--- src/rtl/fpu_request_sequencer_pkg.sv ---
// Shared opcodes and FSM state type for the fixed-point unit issue stage.
package fpu_request_sequencer_pkg;
    localparam logic [1:0] FPU_ADD  = 2'd0;
    localparam logic [1:0] FPU_SUB  = 2'd1;
    localparam logic [1:0] FPU_MUL  = 2'd2;
    localparam logic [1:0] FPU_SQRT = 2'd3;

    typedef enum logic [1:0] {
        S_IDLE = 2'd0,
        S_WAIT = 2'd1,
        S_RESP = 2'd2
    } seq_state_t;
endpackage

--- src/rtl/fpu_req_fifo.sv ---
// Two-entry synchronous request FIFO; head is the oldest entry.
module fpu_req_fifo #(
    parameter int DW = 74
) (
    input  logic          clk,
    input  logic          reset,
    input  logic          push,
    input  logic          pop,
    input  logic [DW-1:0] data,
    output logic          full,
    output logic          empty,
    output logic [DW-1:0] head
);
    logic [DW-1:0] mem [2];
    logic          wr_ptr;
    logic          rd_ptr;
    logic [1:0]    count;
    logic          do_push;
    logic          do_pop;

    assign full    = (count == 2'd2);
    assign empty   = (count == 2'd0);
    assign head    = mem[rd_ptr];
    assign do_push = push && !full;
    assign do_pop  = pop && !empty;

    always_ff @(posedge clk) begin
        if (do_push) begin
            mem[wr_ptr] <= data;
        end
    end

    always_ff @(posedge clk) begin
        if (reset) begin
            wr_ptr <= 1'b0;
            rd_ptr <= 1'b0;
            count  <= 2'd0;
        end else begin
            if (do_push) begin
                wr_ptr <= ~wr_ptr;
            end
            if (do_pop) begin
                rd_ptr <= ~rd_ptr;
            end
            unique case ({do_push, do_pop})
                2'b10:   count <= count + 2'd1;
                2'b01:   count <= count - 2'd1;
                default: count <= count;
            endcase
        end
    end
endmodule

--- src/rtl/fpu_request_sequencer.sv ---
// Issue stage for the fixed-point unit: queues requests, holds operands,
// qualifies ready with minimum-latency windows and a timeout.
module fpu_request_sequencer
    import fpu_request_sequencer_pkg::*;
#(
    parameter int WIDTH           = 32,
    parameter int TAG_W           = 4,
    parameter int MUL_MIN_CYCLES  = 7,
    parameter int SQRT_MIN_CYCLES = 24,
    parameter int TIMEOUT         = 64
) (
    input  logic             clk,
    input  logic             reset,
    input  logic             req_valid,
    output logic             req_ready,
    input  logic [1:0]       req_op,
    input  logic [WIDTH-1:0] req_a,
    input  logic [WIDTH-1:0] req_b,
    input  logic [TAG_W-1:0] req_tag,
    output logic [WIDTH-1:0] fpu_operand_1,
    output logic [WIDTH-1:0] fpu_operand_2,
    output logic [1:0]       fpu_operation,
    input  logic [WIDTH-1:0] fpu_result,
    input  logic             fpu_ready,
    output logic             rsp_valid,
    input  logic             rsp_ready,
    output logic [WIDTH-1:0] rsp_data,
    output logic [TAG_W-1:0] rsp_tag,
    output logic             rsp_error
);
    localparam int DW = 2 * WIDTH + 2 + TAG_W;
    localparam int CW = $clog2(TIMEOUT + 1);
    localparam logic [CW-1:0] MUL_MIN  = CW'(MUL_MIN_CYCLES);
    localparam logic [CW-1:0] SQRT_MIN = CW'(SQRT_MIN_CYCLES);
    localparam logic [CW-1:0] TO_LAST  = CW'(TIMEOUT - 1);
    localparam logic [CW-1:0] TO_MAX   = CW'(TIMEOUT);

    seq_state_t       state;
    seq_state_t       state_nxt;
    logic [CW-1:0]    wcnt;
    logic             full;
    logic             empty;
    logic             push;
    logic             pop;
    logic [DW-1:0]    head;
    logic [1:0]       h_op;
    logic [WIDTH-1:0] h_a;
    logic [WIDTH-1:0] h_b;
    logic [TAG_W-1:0] h_tag;
    logic             capture;
    logic             expire;

    function automatic logic [CW-1:0] min_wait(input logic [1:0] op);
        logic [CW-1:0] m;
        m = '0;
        unique case (1'b1)
            (op == FPU_MUL):  m = MUL_MIN;
            (op == FPU_SQRT): m = SQRT_MIN;
            default:          m = '0;
        endcase
        return m;
    endfunction

    assign req_ready = !full;
    assign push      = req_valid && req_ready;
    assign pop       = (state == S_IDLE) && !empty;
    assign {h_op, h_a, h_b, h_tag} = head;

    fpu_req_fifo #(.DW(DW)) u_fifo (
        .clk   (clk),
        .reset (reset),
        .push  (push),
        .pop   (pop),
        .data  ({req_op, req_a, req_b, req_tag}),
        .full  (full),
        .empty (empty),
        .head  (head)
    );

    // The held operation selects the window; a ready level seen earlier is stale.
    assign capture = (state == S_WAIT) && fpu_ready
                   && (wcnt >= min_wait(fpu_operation));
    assign expire  = (state == S_WAIT) && (wcnt == TO_LAST);
    assign rsp_valid = (state == S_RESP);

    always_comb begin
        state_nxt = state;
        unique case (state)
            S_IDLE:  if (!empty) state_nxt = S_WAIT;
            S_WAIT:  if (capture || expire) state_nxt = S_RESP;
            S_RESP:  if (rsp_ready) state_nxt = S_IDLE;
            default: state_nxt = S_IDLE;
        endcase
    end

    always_ff @(posedge clk) begin
        if (reset) begin
            state <= S_IDLE;
        end else begin
            state <= state_nxt;
        end
    end

    always_ff @(posedge clk) begin
        if (reset) begin
            wcnt          <= '0;
            fpu_operand_1 <= '0;
            fpu_operand_2 <= '0;
            fpu_operation <= FPU_ADD;
            rsp_data      <= '0;
            rsp_tag       <= '0;
            rsp_error     <= 1'b0;
        end else begin
            unique case (state)
                S_IDLE: begin
                    if (pop) begin
                        fpu_operation <= h_op;
                        fpu_operand_1 <= h_a;
                        fpu_operand_2 <= h_b;
                        rsp_tag       <= h_tag;
                        wcnt          <= '0;
                    end
                end
                S_WAIT: begin
                    if (wcnt != TO_MAX) begin
                        wcnt <= wcnt + 1'b1;
                    end
                    if (capture || expire) begin
                        rsp_data      <= capture ? fpu_result : '0;
                        rsp_error     <= !capture;
                        fpu_operation <= FPU_ADD;
                        fpu_operand_1 <= '0;
                        fpu_operand_2 <= '0;
                    end
                end
                default: begin
                end
            endcase
        end
    end
endmodule
--- config.mk ---
export PLATFORM = sky130hd
export DESIGN_NAME = fpu_request_sequencer
export DESIGN_NICKNAME = d
export VERILOG_FILES = /design/src/rtl/fpu_request_sequencer_pkg.sv /design/src/rtl/fpu_req_fifo.sv /design/src/rtl/fpu_request_sequencer.sv
export SDC_FILE = /design/constraint.sdc
export NUM_CORES = 1
export LEC_CHECK = 0
export CELL_PAD_IN_SITES_DETAIL_PLACEMENT = 1
export CELL_PAD_IN_SITES_GLOBAL_PLACEMENT = 2
export CORE_ASPECT_RATIO = 1.5
export CORE_UTILIZATION = 37
export CTS_CLUSTER_SIZE = 25
export DETAILED_ROUTE_END_ITERATION = 8
export PLACE_DENSITY_LB_ADDON = 0.1
export SKIP_LAST_GASP = 1
export SLEW_MARGIN = 20
export SYNTH_ARGS = -nofsm -noshare
export SYNTH_HDL_FRONTEND = slang
export SYNTH_HIERARCHICAL = 1
export SYNTH_SLANG_ARGS = --single-unit
--- constraint.sdc ---
create_clock -name clk -period 6.2 [get_ports clk]
set_input_delay 1.24 -clock clk [delete_from_list [all_inputs] [get_ports clk]]
set_output_delay 1.24 -clock clk [all_outputs]
set_load 0.03 [all_outputs]
-- After elaboration in Yosys (flattened, before gate mapping)
Memory sizes are Yosys's and may differ from the RTL's. A register that Yosys moved wholly into a read port is not among the register bits.
Index checks and enable logic that the tools add are counted.
- bits in registers: 116
- latch bits: 0
- RAM bits: 140
- ROM bits: 0
- input bits: 107
- output and inout bits: 105
- memories: 1
- $add $sub $neg: 3
- multipliers: 0
- divide/modulo/power cells: 0
- order comparisons: 1
- equality and inequality tests: 14
- shift-type cells: 0
- mux-type cells: 22
- bitwise logic cells: 2
- reductions and logical operators: 20
- memory list (memory ; words ; bits a word ; rd ports ; clocked after memory_dff ; write ports ; RTL line ; source):
    u_fifo.mem ; 2 ; 70 ; 1 ; 1 ; 1 ; fpu_req_fifo.sv:14 ; logic [DW-1:0] mem [2];
- operators with widths (operator ; number):
    two-way mux 32 bit ; 4
    case mux 32 bit (2 select lines) ; 2
    two-way mux 7 bit ; 2
    case mux 7 bit (2 select lines) ; 1
    equality test 2 bit, second input constant ; 5
    two-way mux 2 bit ; 5
    case mux 5 bit (2 select lines) ; 1
    AND reduction 3 bit ; 3
    inequality test 2 x 1 -> 1 bit, second input constant ; 4
    case mux 2 bit (2 select lines) ; 2
    adder 7 x 1 -> 7 bit, second input constant ; 1
    equality test 7 x 6 -> 1 bit, second input constant ; 1
    greater-or-equal comparator 7 bit ; 1
    logical AND 1 bit ; 7
    inequality test 7 bit, second input constant ; 1
    case mux 2 bit (3 select lines) ; 1
    equality test 2 x 1 -> 1 bit, second input constant ; 2
    zero test 2 bit ; 2
    two-way mux 1 bit ; 4
    AND reduction 2 bit ; 2
    nonzero test 2 bit ; 2
    zero test 1 bit ; 3
    adder 2 x 1 -> 2 bit, second input constant ; 1
    inequality test 2 bit, second input constant ; 1
    3 further kinds ; 4

-- Depth between registers and ports, before layout
Gate-level depths: netlist (run 1).
- depth after elaboration: 7
- mapped depth: 9
- gate-level depth less buffers: 8

-- Modules after synthesis
The synthesis (run 1) kept the hierarchy.
- by module, submodules not included (module ; times used ; cells each ; area each (um2) ; seq. area each (um2)):
    fpu_req_fifo ; 1 ; 244 ; 5255.0 ; 4304.1
    fpu_request_sequencer ; 1 ; 388 ; 4292.9 ; 2242.2

-- Least setup slack after synthesis (run 1)
OpenSTA, ideal clock, no wires.
- path type: input to register
- from: input req_valid
- to: memory u_fifo/mem[0][0] in the netlist's numbering, enable pin
- arrival: 3.194 ns
- data required time: 5.776 ns
- path slack: 2.582 ns
- stages: 4
- path buffers: 0
- cell sequence: nor2b_1 > inv_1 > or3_1 > inv_1
- longest elaborated chain between the ends: 4
- ends and longest elaborated chain (item ; RTL line ; source):
    start: declaration ; fpu_request_sequencer.sv:14 ; input logic req_valid,
    logical AND 1 bit ; fpu_request_sequencer.sv:65 ; assign push = req_valid && req_ready;
    logical AND 1 bit ; fpu_req_fifo.sv:24 ; assign do_push = push && !full;
    two-way mux 1 bit ; fpu_req_fifo.sv:28 ; if (do_push) begin
    two-way mux 1 bit (not written as such) ; fpu_req_fifo.sv:29 ; mem[wr_ptr] <= data;
    end: declaration ; fpu_req_fifo.sv:14 ;
No other way between the ends.

-- Final worst setup path (run 1)
- from: register state[1]
- to: output rsp_valid
- longest elaborated chain between the ends: 1
- ends and longest elaborated chain (item ; RTL line ; source):
    start: declaration ; fpu_request_sequencer.sv:38 ; seq_state_t state;
    start signal: assignment ; fpu_request_sequencer.sv:100 ; state <= state_nxt;
    equality test 2 bit ; fpu_request_sequencer.sv:84 ; assign rsp_valid = (state == S_RESP);
    end: declaration ; fpu_request_sequencer.sv:25 ; output logic rsp_valid,
No other way between the ends.

==> results of run 1 <==
## cell families (layout without fill, tap and decap cells)
kind of cell / count (synthesis) / after routing / share of synthesized area
xor+xnor: 3 / 3 / 0.00275
simple gates: 115 / 115 / 0.0628
compound gates: 89 / 89 / 0.0860
buf+inv: 52 / 272 / 0.0300
flops: 257 / 257 / 0.686
fa+ha+maj: 8 / 8 / 0.0105
mux: 108 / 108 / 0.122
## where the power goes
part | switching, W | total, W | internal [W]
Clock | 0.000618 | 0.00157 | 0.000951
Sequential | 0.000250 | 0.00248 | 0.00223
Combinational | 0.000998 | 0.00178 | 0.000787
Total | 0.00187 | 0.00583 | 0.00397
## worst max path at each step
stage / start / end / slack (ns) / cells past startpoint
floorplan: req_valid / u_fifo/mem[0][0]$_DFFE_PP_ / 2.58 / 4
global placement: req_valid / u_fifo/mem[0][58]$_DFFE_PP_ / 2.33 / 6
detailed placement: req_valid / u_fifo/mem[0][52]$_DFFE_PP_ / 2.27 / 6
CTS: req_valid / u_fifo/mem[0][53]$_DFFE_PP_ / 2.81 / 6
global route: state[1]$_SDFFE_PP0P_ / rsp_valid / 2.85 / 2
finish: state[1]$_SDFFE_PP0P_ / rsp_valid / 2.97 / 2
## synthesized netlist by cell type (2+ instances only)
| cell type | count | share of area |
|---|---|---|
| edfxtp_1 | 140 | 0.44 |
| dfxtp_1 | 117 | 0.25 |
| mux2_2 | 70 | 0.083 |
| a32o_1 | 66 | 0.069 |
| mux2i_1 | 38 | 0.040 |
| nand2_1 | 38 | 0.015 |
| nand3_1 | 33 | 0.017 |
| clkbuf_1 | 19 | 0.0075 |
| buf_2 | 13 | 0.0068 |
| buf_6 | 8 | 0.0094 |
| ha_1 | 8 | 0.010 |
| nor2_1 | 8 | 0.0031 |
| or3_1 | 8 | 0.0052 |
| inv_1 | 6 | 0.0024 |
| nand2b_1 | 6 | 0.0039 |
| a21oi_1 | 5 | 0.0026 |
| buf_4 | 4 | 0.0031 |
| nor2b_1 | 4 | 0.0026 |
| o21ai_0 | 4 | 0.0021 |
| nand3b_1 | 3 | 0.0024 |
| a21boi_0 | 2 | 0.0016 |
| a31oi_1 | 2 | 0.0013 |
| and2_1 | 2 | 0.0013 |
| inv_2 | 2 | 0.00079 |
| nand4_1 | 2 | 0.0013 |
| o21a_1 | 2 | 0.0016 |
| xnor2_1 | 2 | 0.0018 |
## critical path, stage by stage, from the launching register on
cell and delay [ns]:
dfxtp_1 0.53, nor2b_1 0.24, clkdlybuf4s50_1 0.71
## layout make-up
class,instances,share of cell area
clock buffer,36,0.0577
multi-input combinational,323,0.214
clock inverter,10,0.0105
sequential,257,0.513
inverter,8,0.00255
tap,328,0.0321
timing repair buffer,218,0.170
## through the flow
stage | hold slack [ns] | instance area, sq um | instances
global route | 0.501 | 12800 | 1180
global placement | 0.455 | 11900 | 1134
finish | 0.477 | 12800 | 1180
CTS | 0.480 | 12800 | 1180
detailed placement | 0.463 | 11900 | 1134
floorplan | 0.452 | 9550 | 632
## metal layers
metal	vias to the layer above	routed length, microns	GRT usage
met4	0	510	0.0513
met1	2987	8970	0.193
met2	158	12800	0.343
met5	-	0	0
li1	2830	-	-
met3	35	1260	0.0382
## sequential cells by signal, summed over array words and instances, names as in the netlist, named ones only
signal         count
u_fifo/wr_ptr      1
wcnt               7
fpu_operand_1     32
rsp_data          32
u_fifo/rd_ptr      1
fpu_operand_2     32
u_fifo/count       2
fpu_operation      2
rsp_tag            4
rsp_error          1
u_fifo/mem       140
state              2
==> results.md, run 1 <==
* Run status: finished clean
* Post-synth EDFFs at 140
* Critical path class: reg -> out
* Layout Utilization at 0.506
* Setup crit start kind: flip-flop
* Max Cap Violations at 0
* Remaining global-route overflow at 0
* Die width at 133 microns
* Final period demand of the worst path at 3.23 ns
* Pin count of the biggest net entering global routing at 71
* CTS buffer count at 25
* Final period util at 0.520
* Clk root buf: clkbuf_16
* IO Port Bufs at 211
* Commonest non-fill, non-tap cell in the layout: clkdlybuf4s50_1
* CTS Buffer Depth at 3
* Vias post-DR at 6010
* Slew @ Worst Pin at 1.06 ns
* Power Dens Cells at 457 mW/mm^2
* Hpwl dp at 15.3 mm
* Final WL at 23.6 mm
* Die Ht at 199 microns
* Post-CTS Resized at 0
* Flop2flop setup slack at 3.30 ns
* Hold WC Path Type: reg -> reg
* Drt pass-1 iters at 4
* Initial antenna violation count at 0
* Worst r2r src: fpu_operation[0]$_SDFFE_PP0P_
* Mapped Nets at 747
* Asr flop ratio synth at 0
* CTS HTree Levels at 1
* Synth Cell Area at 0.00955 sq mm
* CTS tree: yes
* CTS sink count at 257
* Post-route antenna net violation count at 0
* Peak VDD IR at 0.000279 V
* Worst setup margin at 2.97 ns
* Fin. max-slew vios at 0
* Avg WL per Cell at 20.0 microns
* Worst-Skew Late Latency at 0.51 ns
* Arrival @ worst endpoint at 1.99 ns
* RSZ-0062 raised after global routing: false
* Clock skew at 0.0100 ns
* Max Freq at 310 MHz
* Netlist cell types at 47
* DIE AREA at 0.0265 sq mm
* Most used DFF post-synth: edfxtp_1
* First-pass GRT wire length at 36.6 mm
* Residual DRC at 0
* Area occupied by registers at 0.00655 sq mm
* Reg2reg path depth at 8
* Initial Util at 0.378
* Crit Path Max Fanout at 7
* Vias in the first global route at 6640
* Core Box Area at 0.0252 sq mm
* Overall power at 0.00583 W
* Final TNS setup at 0 ns
* CTS clock-pin slew for the worst setup and hold paths at 0.06 ns
* R2R Path End: fpu_operand_2[30]$_SDFFE_PP0P_
* Sequential area share after synthesis at 0.686
* Avg Synthesized Cell Area at 15.1 sq um
* Ports at 212
* Row cnt at 71
* Post-CTS Setup Repair Bufs at 0
* Pre-CTS WS at 2.27 ns
* Final hold viol count at 0
* Crit path capture type: output pin
* Yosys reg bits at 257
* Synth warn at 6
* # nets final at 948
* WP data required at 4.96 ns
* Most frequent cells in the layout: clkdlybuf4s50_1 (211), edfxtp_1 (140), dfxtp_1 (116)
* DRC violation total after the first TritonRoute iteration at 227
* Multi-input gate area at 0.00274 sq mm
* Hold_buf cts at 0
* Hold endpoint: rsp_data[24]$_SDFFE_PP0P_
* P&R area growth vs syn at 33.7%
* HP Start: rsp_data[24]$_SDFFE_PP0P_
* Fill cells at 2530
* GPL Wtd Cong at 0.770
* N_diodes at 0
* Tot GR Track Use at 0.178
* Share of cells above drive strength 1 at 0.156
* Final Setup Violations at 0
* Max-slew headroom at 0.290
* Synth Instances at 632
* Leakage Power at 4.35 nW
* DR vias/cell at 5.09
* Hold path depth at 2
No activity file was read; power rests on OpenSTA's default activity.
==> inputs of run 2 (changes only) <==
--- a/config.mk
+++ b/config.mk
@@ -8,7 +8,7 @@
 export CELL_PAD_IN_SITES_DETAIL_PLACEMENT = 1
 export CELL_PAD_IN_SITES_GLOBAL_PLACEMENT = 2
 export CORE_ASPECT_RATIO = 1.5
-export CORE_UTILIZATION = 37
+export CORE_UTILIZATION = 35
 export CTS_CLUSTER_SIZE = 25
 export DETAILED_ROUTE_END_ITERATION = 8
 export PLACE_DENSITY_LB_ADDON = 0.1
==> constraint.sdc (replaced) <==
create_clock -name clk -period 3.1 [get_ports clk]
set_input_delay 0.62 -clock clk [delete_from_list [all_inputs] [get_ports clk]]
set_output_delay 0.62 -clock clk [all_outputs]
set_load 0.03 [all_outputs]
==> run 2 against run 1 <==
Compared with the run above:
- highest routed layer is now met5
- cell count is 1.0% higher
- sequential power is 97% higher
- total power is 100% higher
- clock power is 95% higher
- core utilization is 2.4 points lower
- combinational power is 110% higher
- hold slack worse by 0.0062 ns
- via count is 1.6% higher
- register-to-register slack worse by 2.6 ns
==> results.md, run 2 (synthesized netlist as in run 1, its figures left out) <==
* Row cnt at 73
* WP data required at 2.48 ns
* Final hold viol count at 0
* Leakage Power at 4.38 nW
* Tot GR Track Use at 0.174
* Hpwl dp at 15.4 mm
* CTS sink count at 257
* Share of cells above drive strength 1 at 0.158
* Final Setup Violations at 0
* GPL Wtd Cong at 0.710
* Post-route antenna net violation count at 0
* Final period demand of the worst path at 2.60 ns
* Met1 Usage GRT at 0.184
* Power Dens Cells at 911 mW/mm^2
* Multi-input gate area at 0.00274 sq mm
* Residual DRC at 0
* Area occupied by registers at 0.00655 sq mm
* Drt pass-1 iters at 4
* Ports at 212
* Initial antenna violation count at 2
* Pre-CTS WS at 0.460 ns
* Grt met2 use at 0.338
* CTS tree: yes
* DR vias/cell at 5.12
* Clock skew at 0.00861 ns
* Max-slew headroom at 0.379
* GRT Max-Usage Layer: met2
* Reg2reg path depth at 8
* Critical path, cell by cell: nor2b_1 -> clkdlybuf4s50_1
* Avg WL per Cell at 20.2 microns
* Crit path capture type: output pin
* # nets final at 951
* CTS buffer count at 25
* First-pass GRT wire length at 37.5 mm
* Crit Path Max Fanout at 7
* Hold WC Path Type: reg -> reg
* Slew @ Worst Pin at 0.932 ns
* Post-CTS Setup Repair Bufs at 0
* Final WL at 24.1 mm
* Initial Util at 0.358
* Clk root buf: clkbuf_16
* Most frequent cells in the layout: clkdlybuf4s50_1 (211), edfxtp_1 (140), dfxtp_1 (116)
* CTS HTree Levels at 1
* Die Ht at 204 microns
* P&R area growth vs syn at 34.5%
* DIE AREA at 0.0280 sq mm
* Max reg flops at 140
* Core Box Area at 0.0267 sq mm
* Pin count of the biggest net entering global routing at 71
* Reg with most FFs: u_fifo/mem
* Post-CTS Resized at 0
* Arrival @ worst endpoint at 1.98 ns
* Final TNS setup at 0 ns
* Die width at 137 microns
* Remaining global-route overflow at 0
* Worst-Skew Late Latency at 0.52 ns
* Max Freq at 384 MHz
* R2R Path End: fpu_operand_1[9]$_SDFFE_PP0P_
* Vias in the first global route at 6782
* IO Port Bufs at 211
* Critical path class: reg -> out
* Hold_buf cts at 0
* Worst r2r src: fpu_operation[0]$_SDFFE_PP0P_
* Slowest stage delay, CP at 0.74 ns
* Fill cells at 2608
* Flop2flop setup slack at 0.74 ns
* CP max-delay cell: clkdlybuf4s50_1
* Worst Setup SP: state[1]$_SDFFE_PP0P_
* Commonest non-fill, non-tap cell in the layout: clkdlybuf4s50_1
* CTS clock-pin slew for the worst setup and hold paths at 0.06 ns
* CTS Buffer Depth at 3
* RSZ-0062 raised after global routing: false
* Run status: finished clean
* Setup crit start kind: flip-flop
* Fin. max-slew vios at 0
* DRC violation total after the first TritonRoute iteration at 190
* N_diodes at 0
* Worst setup margin at 0.498 ns
* Max Cap Violations at 0
* Vias post-DR at 6105
* Final period util at 0.839
* Hold path depth at 2
* Met3 global-route usage at 0.0419
* Peak VDD IR at 0.000443 V
* Critical Path Sink: rsp_valid
## run 2: changes by cell type in the layout (fill, tap and decap cells not counted), sizes merged
cell	change
inv	+1
clkinv	+6
clkinvlp	-1
buf	+3
clkbuf	-6
## run 2: worst min-delay path by stage
stage	startpoint	end	slack (ns)
floorplan	u_fifo/wr_ptr$_SDFFE_PP0N_	u_fifo/wr_ptr$_SDFFE_PP0N_	0.45
global placement	rsp_data[15]$_SDFFE_PP0P_	rsp_data[15]$_SDFFE_PP0P_	0.46
detailed placement	rsp_data[28]$_SDFFE_PP0P_	rsp_data[28]$_SDFFE_PP0P_	0.46
CTS	rsp_data[21]$_SDFFE_PP0P_	rsp_data[21]$_SDFFE_PP0P_	0.48
global route	rsp_data[6]$_SDFFE_PP0P_	rsp_data[6]$_SDFFE_PP0P_	0.49
finish	rsp_data[8]$_SDFFE_PP0P_	rsp_data[8]$_SDFFE_PP0P_	0.47
## run 2: per-layer routing
| metal | wire length [microns] | part of all wire |
|---|---|---|
| met1 | 9040 | 0.38 |
| met2 | 13100 | 0.55 |
| met3 | 1510 | 0.063 |
| met4 | 364 | 0.015 |
| met5 | 17 | 0.00071 |
## run 2: where the power goes
| part | switching [W] | total (W) | internal [W] |
|---|---|---|---|
| Combinational | 0.00210 | 0.00375 | 0.00165 |
| Sequential | 0.000440 | 0.00489 | 0.00445 |
| Clock | 0.00127 | 0.00306 | 0.00179 |
| Total | 0.00382 | 0.0117 | 0.00789 |
## run 2: worst max-delay path, delay by kind of cell (launching register included)
kind          cells  cell delay (ns)
simple gates      1             0.22
buf+inv           1             0.74
flops             1             0.51
## run 2: per-stage QoR
step / util / hold WS, ns / power (W) / instances / instance area [sq um]
detailed placement: 0.451 / 0.464 / 0.00878 / 1146 / 12000
CTS: 0.482 / 0.476 / 0.0119 / 1192 / 12800
finish: 0.482 / 0.471 / 0.0117 / 1192 / 12800
global route: 0.482 / 0.492 / 0.0123 / 1192 / 12800
floorplan: - / 0.452 / 0.00721 / 632 / 9550
global placement: 0.451 / 0.455 / 0.00867 / 1146 / 12000
## run 2: final cells by class
type | count | share of cell area
repair buffers | 221 | 0.177
inverters | 8 | 0.00243
clock buffers | 30 | 0.0517
multi-input cells | 323 | 0.213
clock inverters | 16 | 0.0130
well taps | 337 | 0.0328
flip-flops and latches | 257 | 0.510
